==> src/rtl/vga_pkg.sv <==
// Shared types and constants for the board VRAM arbiter.
//   arb_state_t : write-side FSM states
//   CELL_*      : board cell codes stored in the RAM
//   VRAM_AW/DW  : default RAM address/data widths
package vga_pkg;

  localparam int unsigned VRAM_AW = 4;
  localparam int unsigned VRAM_DW = 2;

  localparam logic [1:0] CELL_EMPTY = 2'b00;
  localparam logic [1:0] CELL_X     = 2'b01;
  localparam logic [1:0] CELL_O     = 2'b10;

  typedef enum logic [1:0] {
    IDLE  = 2'b00,
    WRITE = 2'b01,
    ACK   = 2'b10
  } arb_state_t;

endpackage

==> src/rtl/rr_arbiter2.sv <==
// Two-way round-robin pick.
//   i_req0/i_req1 : request lines
//   i_rr          : port favoured on a tie
//   o_winner      : chosen port (0 or 1), meaningful only when o_any=1
//   o_any         : at least one request present
module rr_arbiter2 (
  input  logic i_req0,
  input  logic i_req1,
  input  logic i_rr,
  output logic o_winner,
  output logic o_any
);

  always_comb begin
    o_any = i_req0 | i_req1;
    if (i_req0 && i_req1) begin
      o_winner = i_rr;
    end else begin
      o_winner = i_req1;
    end
  end

endmodule

==> src/rtl/board_vram_arbiter.sv <==
// Shares one single-port synchronous board RAM between the VGA renderer (reads on every
// pixel tick) and two game-logic writers (round-robin req/ack on the remaining cycles).
// Ports:
//   i_clk, i_reset                 : clock, asynchronous active-high reset
//   i_p_tick, i_video_on           : timing from vga_sync
//   i_disp_addr / o_disp_data,
//   o_disp_valid                   : renderer read port (2-cycle latency from p_tick)
//   i_req*/i_addr*/i_wdata*/o_ack* : writer ports 0 and 1
//   o_ram_we/addr/wdata, i_ram_rdata : board RAM interface
//   o_busy                         : write FSM not idle
// Build option: VRAM_ARB_BLANK_ONLY_EN restricts writes to blanking (video_on=0).
module board_vram_arbiter
  import vga_pkg::*;
#(
  parameter int unsigned AW = VRAM_AW,
  parameter int unsigned DW = VRAM_DW
) (
  input  logic          i_clk,
  input  logic          i_reset,
  input  logic          i_p_tick,
  input  logic          i_video_on,
  input  logic [AW-1:0] i_disp_addr,
  output logic [DW-1:0] o_disp_data,
  output logic          o_disp_valid,
  input  logic          i_req0,
  input  logic          i_req1,
  input  logic [AW-1:0] i_addr0,
  input  logic [AW-1:0] i_addr1,
  input  logic [DW-1:0] i_wdata0,
  input  logic [DW-1:0] i_wdata1,
  output logic          o_ack0,
  output logic          o_ack1,
  output logic          o_ram_we,
  output logic [AW-1:0] o_ram_addr,
  output logic [DW-1:0] o_ram_wdata,
  input  logic [DW-1:0] i_ram_rdata,
  output logic          o_busy
);

  arb_state_t    r_state;
  logic          r_rr;
  logic          r_winner;
  logic [AW-1:0] r_addr;
  logic [DW-1:0] r_wdata;
  logic          r_ack0;
  logic          r_ack1;
  logic          r_rd_pend;
  logic          r_disp_valid;
  logic [DW-1:0] r_disp_data;

  logic w_win_open;
  logic w_winner;
  logic w_any;
  logic w_write_fire;

`ifdef VRAM_ARB_BLANK_ONLY_EN
  // Writes only while the beam is blanked so the board never changes mid-frame.
  assign w_win_open = ~i_video_on;
`else
  logic w_unused_video_on;
  assign w_unused_video_on = i_video_on;
  assign w_win_open        = 1'b1;
`endif

  rr_arbiter2 u_rr (
    .i_req0   (i_req0),
    .i_req1   (i_req1),
    .i_rr     (r_rr),
    .o_winner (w_winner),
    .o_any    (w_any)
  );

  // The pixel-tick read slot always wins the RAM port.
  assign w_write_fire = (r_state == WRITE) && !i_p_tick && w_win_open;

  always_ff @(posedge i_clk or posedge i_reset) begin
    if (i_reset) begin
      r_state  <= IDLE;
      r_rr     <= 1'b0;
      r_winner <= 1'b0;
      r_addr   <= '0;
      r_wdata  <= '0;
      r_ack0   <= 1'b0;
      r_ack1   <= 1'b0;
    end else begin
      r_ack0 <= 1'b0;
      r_ack1 <= 1'b0;
      unique case (r_state)
        IDLE: begin
          if (w_win_open && w_any) begin
            r_winner <= w_winner;
            r_addr   <= w_winner ? i_addr1 : i_addr0;
            r_wdata  <= w_winner ? i_wdata1 : i_wdata0;
            r_state  <= WRITE;
          end
        end
        WRITE: begin
          if (w_write_fire) begin
            r_ack0  <= ~r_winner;
            r_ack1  <= r_winner;
            r_state <= ACK;
          end
        end
        ACK: begin
          r_rr    <= ~r_winner;
          r_state <= IDLE;
        end
        default: r_state <= IDLE;
      endcase
    end
  end

  // Read pipeline: address in the p_tick cycle, RAM data one cycle later, registered out.
  always_ff @(posedge i_clk or posedge i_reset) begin
    if (i_reset) begin
      r_rd_pend    <= 1'b0;
      r_disp_valid <= 1'b0;
      r_disp_data  <= '0;
    end else begin
      r_rd_pend    <= i_p_tick;
      r_disp_valid <= r_rd_pend;
      if (r_rd_pend) begin
        r_disp_data <= i_ram_rdata;
      end
    end
  end

  always_comb begin
    o_ram_we    = 1'b0;
    o_ram_addr  = r_addr;
    o_ram_wdata = r_wdata;
    if (i_p_tick) begin
      o_ram_addr = i_disp_addr;
    end else if (w_write_fire) begin
      o_ram_we = 1'b1;
    end
  end

  assign o_ack0       = r_ack0;
  assign o_ack1       = r_ack1;
  assign o_busy       = (r_state != IDLE);
  assign o_disp_valid = r_disp_valid;
  assign o_disp_data  = r_disp_data;

endmodule
==> config.mk <==
export PLATFORM = sky130hd
export DESIGN_NAME = board_vram_arbiter
export DESIGN_NICKNAME = d
export VERILOG_FILES = /design/src/rtl/vga_pkg.sv /design/src/rtl/rr_arbiter2.sv /design/src/rtl/board_vram_arbiter.sv
export SDC_FILE = /design/constraint.sdc
export NUM_CORES = 1
export LEC_CHECK = 0
export BUFFER_PORTS_ARGS = -buffer_cell sky130_fd_sc_hd__buf_4
export CAP_MARGIN = 20
export CORE_MARGIN = 4
export CORE_UTILIZATION = 39
export CTS_CLUSTER_DIAMETER = 40
export CTS_CLUSTER_SIZE = 24
export DETAILED_ROUTE_END_ITERATION = 16
export MAX_ROUTING_LAYER = met4
export PLACE_DENSITY = 0.73
export SYNTH_ARGS = -nofsm -noshare
export SYNTH_HDL_FRONTEND = slang
export SYNTH_HIERARCHICAL = 1
export SYNTH_SLANG_ARGS = --single-unit
==> constraint.sdc <==
create_clock -name i_clk -period 1.2 [get_ports i_clk]
set_input_delay 0 -clock i_clk [delete_from_list [all_inputs] [get_ports i_clk]]
set_output_delay 0 -clock i_clk [all_outputs]
set_load 0.03 [all_outputs]
Yosys cells after proc, flatten, opt, wreduce, memory -nomap -nowiden:

Cells that the tools add are included.

* output and inout bits: 13
* bits of input ports: 24
* word-level logic and storage cells: 36
* register bits: 16

* bitwise gates (word level): 2
* mux-type cells: 13
* equality and inequality tests: 4
* reductions and logical operators: 7

Operators by type and width (count)
* 4-bit two-way mux: 2
* 1-bit two-way mux: 7
* 2-bit two-way mux: 3
* 2-bit one-hot mux with 2 select lines: 1
* 2-bit AND reduction: 2
* 2-bit by 1-bit equality test with 1-bit output, second input constant: 1
* 2-bit equality test, second input constant: 1
* 1-bit logical AND: 2
* 2-bit logical NOT: 1
* 2-bit by 1-bit inequality test with 1-bit output, second input constant: 1
* 2-bit inequality test, second input constant: 1
* 2-bit nonzero test: 1
* 1-bit logical NOT: 1
* 1-bit NOT: 1
* 1-bit OR: 1

Longest topological paths before layout:

* word-level depth: 4
* gate-level depth with buffers: 5
* depth with buffers taken out: 4

Hierarchy:

Netlist, hierarchy kept.

By module, submodules not included
* board_vram_arbiter: sequential area each 400.4 um2, area an instance 714.4 um2, times used 1, cells each 49
* rr_arbiter2: sequential area each 0.0 um2, area an instance 17.5 um2, times used 1, cells each 3

Worst setup path after synthesis:

OpenSTA, ideal clock, no wires.

* path kind: register to register
* from: reg r_rr
* to: reg r_wdata[0] (netlist: o_ram_wdata[0])
* clock period less this slack: 1342 ps
* required time: 1075 ps
* library setup time: 125 ps
* path slack: -142 ps
* data arrival time: 1218 ps
* path buffers: 1
* cell stages (with the launch flop): 6
* cell sequence: dfrtp_1 inv_1 a21boi_1 buf_2 mux2_2 mux2_2

* word-level cells in the longest chain between the ends: 2

Ends and longest elaborated chain
* start, declared: RTL line board_vram_arbiter.sv:41 `logic r_rr;`
* start signal, assigned: RTL line board_vram_arbiter.sv:105 `r_rr <= ~r_winner;`
* 1-bit two-way mux: RTL line rr_arbiter2.sv:16 `if (i_req0 && i_req1) begin`
* net w_winner: RTL line board_vram_arbiter.sv:52 `logic w_winner;`
* 2-bit two-way mux: RTL line board_vram_arbiter.sv:93 `r_wdata <= w_winner ? i_wdata1 : i_wdata0;`
* end signal, assigned: RTL line board_vram_arbiter.sv:93
* end, declared: RTL line board_vram_arbiter.sv:44 `logic [DW-1:0] r_wdata;`

The timed path passes the listed nets, and every way through them passes these cells.
A chain may end at the register's enable or synchronous reset.

Worst setup path after layout:

* from: reg r_rr
* to: reg r_addr[0]

* word-level cells in the longest chain between the ends: 2

Ends and longest elaborated chain
* 1-bit two-way mux: RTL line rr_arbiter2.sv:16
* net w_winner: RTL line board_vram_arbiter.sv:52
* 4-bit two-way mux: RTL line board_vram_arbiter.sv:92 `r_addr <= w_winner ? i_addr1 : i_addr0;`
* end signal, assigned: RTL line board_vram_arbiter.sv:92
* end, declared: RTL line board_vram_arbiter.sv:43 `logic [AW-1:0] r_addr;`

The timed path passes the listed nets, and every way through them passes these cells.

==> summary.txt <==
Status
  – Outcome: complete, but fails checks
  – Violated checks: setup timing

Placed design
  – Area after DPL: about 1100 um^2
  – GP Congestion: between 0.7 and 0.8
  – DP HPWL: between 1 and 1.5 mm
  – Pre-CTS setup slack: -0.185 ns
  – I/O Buffers: 35

STA
  – Hold Fails Final Rpt: 0
  – Min Tclk post-route: ~1.4 ns
  – Worst setup margin: -0.192 ns
  – Setup-failing EPs final: 8
  – Tcrit/Tclk final: 116%
  – Fin Hold WS: 0.0593 ns
  – FMAX: around 700 MHz
  – Worst Tran Pin Value: roughly 0.6 ns
  – Final Skew: 0.00153 ns
  – Relative slew slack: 61.1%
  – RSZ-0062 raised after global routing: true
  – Slew Limit Fails: 0

Drt
  – # DRC: 0
  – Drt total wl: 1.52 mm
  – DRT iter0 DRCs: 2
  – Vias: 540
  – WL/cell: 12.2 um
  – Drt via density: 4.35
  – Drt pass-1 iters: 2
  – Final ANT Viol Nets: 0

Clock tree
  – Longest Clk Path Bufs: 2
  – CTS Root Cell: clkbuf_4
  – Clk Latency, worst-skew pair: about 0.28 ns
  – Worst-path clk slew: 0.09 ns
  – TritonCTS clock tree: built
  – CTS Buf Count: 3
  – Clk sinks: 16
  – Max H-tree Level: 1

Final layout
  – Fillers: 147
  – Area Overhead vs Synth: 60.5%
  – Fin area: 1170 um^2
  – Fraction of layout cells with a size suffix above 1: 68.7%
  – Layout Nets: 124
  – Ant diodes: 0

GRT
  – First-pass GRT wire length: approximately 2.6 mm
  – GR Overflow Total: 0
  – Initial antenna violation count: 0
  – Vias in the first global route: ~610
  – GRT Util Overall: ~13%
  – Largest net degree at the start of global routing: 17

Worst hold path
  – Min-delay worst type: input pin to flip-flop

Power
  – PD cells: 1700 nW/um^2
  – Tot Pwr: 0.00199 W
  – Leak: 0.574 nW
  – Max IR drop VDD: 0.000963 V

Worst setup path
  – Critical path endpoint category: flip-flop
  – Req. time, crit path: 1.37 ns
  – Crit Path Max Fanout: 7
  – Arrival time of the worst setup path: 1.57 ns
  – Crit Path Category: flip-flop to flip-flop
  – Critical Path Start Type: flip-flop

Die
  – Core Region: ~1700 um^2
  – Die ar.: 2630 um^2
  – # rows: 15
  – Width of the die: 51.3 um
  – Initial core utilization: 41.9%
  – Boundary pin count: 37
  – Vert. Die Dim: 51.3 um

Synthesis
  – Top_reg_cell synth: dfrtp_1
  – Seq/Total Area, Yosys: between 50% and 60%
  – Area contributors post-synth: dfrtp_1 55%, mux2_2 29%, mux2i_1 2.7%
  – Post-synth EDFFs: 0
  – Syn Inst Count: 52
  – Post-synth cell types: 15
  – Synthesized area: around 730 um^2
  – Top-count cell post-synth: mux2_2
  – Synth async-reset ratio: 100%
  – Post-synthesis area per instance: 14.1 um^2
  – Syn. warnings: 6
  – Register bit total from synthesis: 16
  – Post-synth top cells: 19 x mux2_2, 16 x dfrtp_1, 3 x inv_1
  – Post-synth top area share: 54.7%
  – Mapped Nets: 76
  – Yosys top cell by area: dfrtp_1

Job
  – Max cap viols: 0
[cells in the final DEF (no fill, tap or decap)]
cell type      instances
a21boi_1               1
and2_1                 1
buf_12                 1
buf_4                 37
buf_6                  3
clkbuf_4               3
clkbuf_8               1
dfrtp_1               16
dlygate4sd3_1          4
inv_1                  3
mux2_2                19
mux2i_1                2
nor2_1                 1
nor2b_1                1
nor3b_2                2
nor3b_4                1
or2_1                  1
or2_4                  1
or2b_1                 1
[critical path, cell delays in order, from the launching register on]
cell	delay, ns
dfrtp_1	0.35
inv_1	0.04
a21boi_1	0.12
buf_4	0.18
mux2_2	0.34
mux2_2	0.26
[power by group]
part | switching [W] | leakage [nW] | internal (W)
Clock | 0.000167 | 0.0210 | 0.000184
Sequential | 0.0000879 | 0.192 | 0.000694
Combinational | 0.000397 | 0.361 | 0.000461
Total | 0.000653 | 0.574 | 0.00134
[cell type report]
class / count / area (um^2) / area share [%]
Timing Repair Buffer: 45 / 372 / 31.6
Multi-Input combinational cell: 31 / 324 / 27.6
Sequential cell: 16 / 400 / 34.1
Tap cell: 25 / 31.3 / 2.66
Clock buffer: 4 / 36.3 / 3.09
Inverter: 3 / 11.3 / 0.958
[cells by family after synthesis]
group,Yosys count,share of synthesized area [%]
AO/OA/AOI/OAI,1,1.03
flip-flops,16,54.7
AND/OR/NAND/NOR,9,9.57
multiplexers,21,32.0
buffers and inverters,5,2.73
[routing by layer]
metal  GRT usage (%)  vias up  part of all wire, %
met5               -        -                    0
met1            15.0      245                   41
met2            23.4       21                   51
met4            5.24        0                  1.1
li1                -      272                    -
met3            2.92        2                  6.9
[timing repair]
| item | 4_1_cts | 5_1_grt |
|---|---|---|
| hold endpoints to repair | 20 | 0 |
| pin swaps | 0 | 3 |
| buffers inserted | 1 | 1 |
| resized for setup | 5 | 1 |
| endpoints found under the setup margin | 9 | 11 |
| hold buffers | 4 | 0 |
[worst paths after layout]
| path | cells past startpoint | startpoint | slack, ns | end |
|---|---|---|---|---|
| min in group asynchronous | 3 | i_reset | 0.33 | o_disp_data[1] |
| max reg2reg | 5 | r_rr | -0.19 | r_addr[0] |
| max in group asynchronous | 3 | i_reset | 0.49 | o_ram_wdata[0] |
| max | 5 | r_rr | -0.19 | r_addr[0] |
| min | 3 | i_p_tick | 0.06 | r_state[0] |
| min reg2reg | 0 | r_rd_pend | 0.43 | o_disp_valid |
[sequential cells by signal, summed over array words and instances (netlist names)]
register	flops
r_addr	4
o_disp_data	2
o_ram_wdata	2
r_state	2
o_ack0	1
o_ack1	1
o_disp_valid	1
r_rd_pend	1
r_rr	1
r_winner	1
[metrics by stage]
stage	TNS [ns]	utilization, %	cells
finish	-1.16	67.3	124
CTS	-1.24	66.6	123
global placement	-0.833	60.7	114
global route	-1.72	67.3	124
floorplan	-0.652	-	52
detailed placement	-1.08	60.7	114
Power figures use the tool's default switching activity.
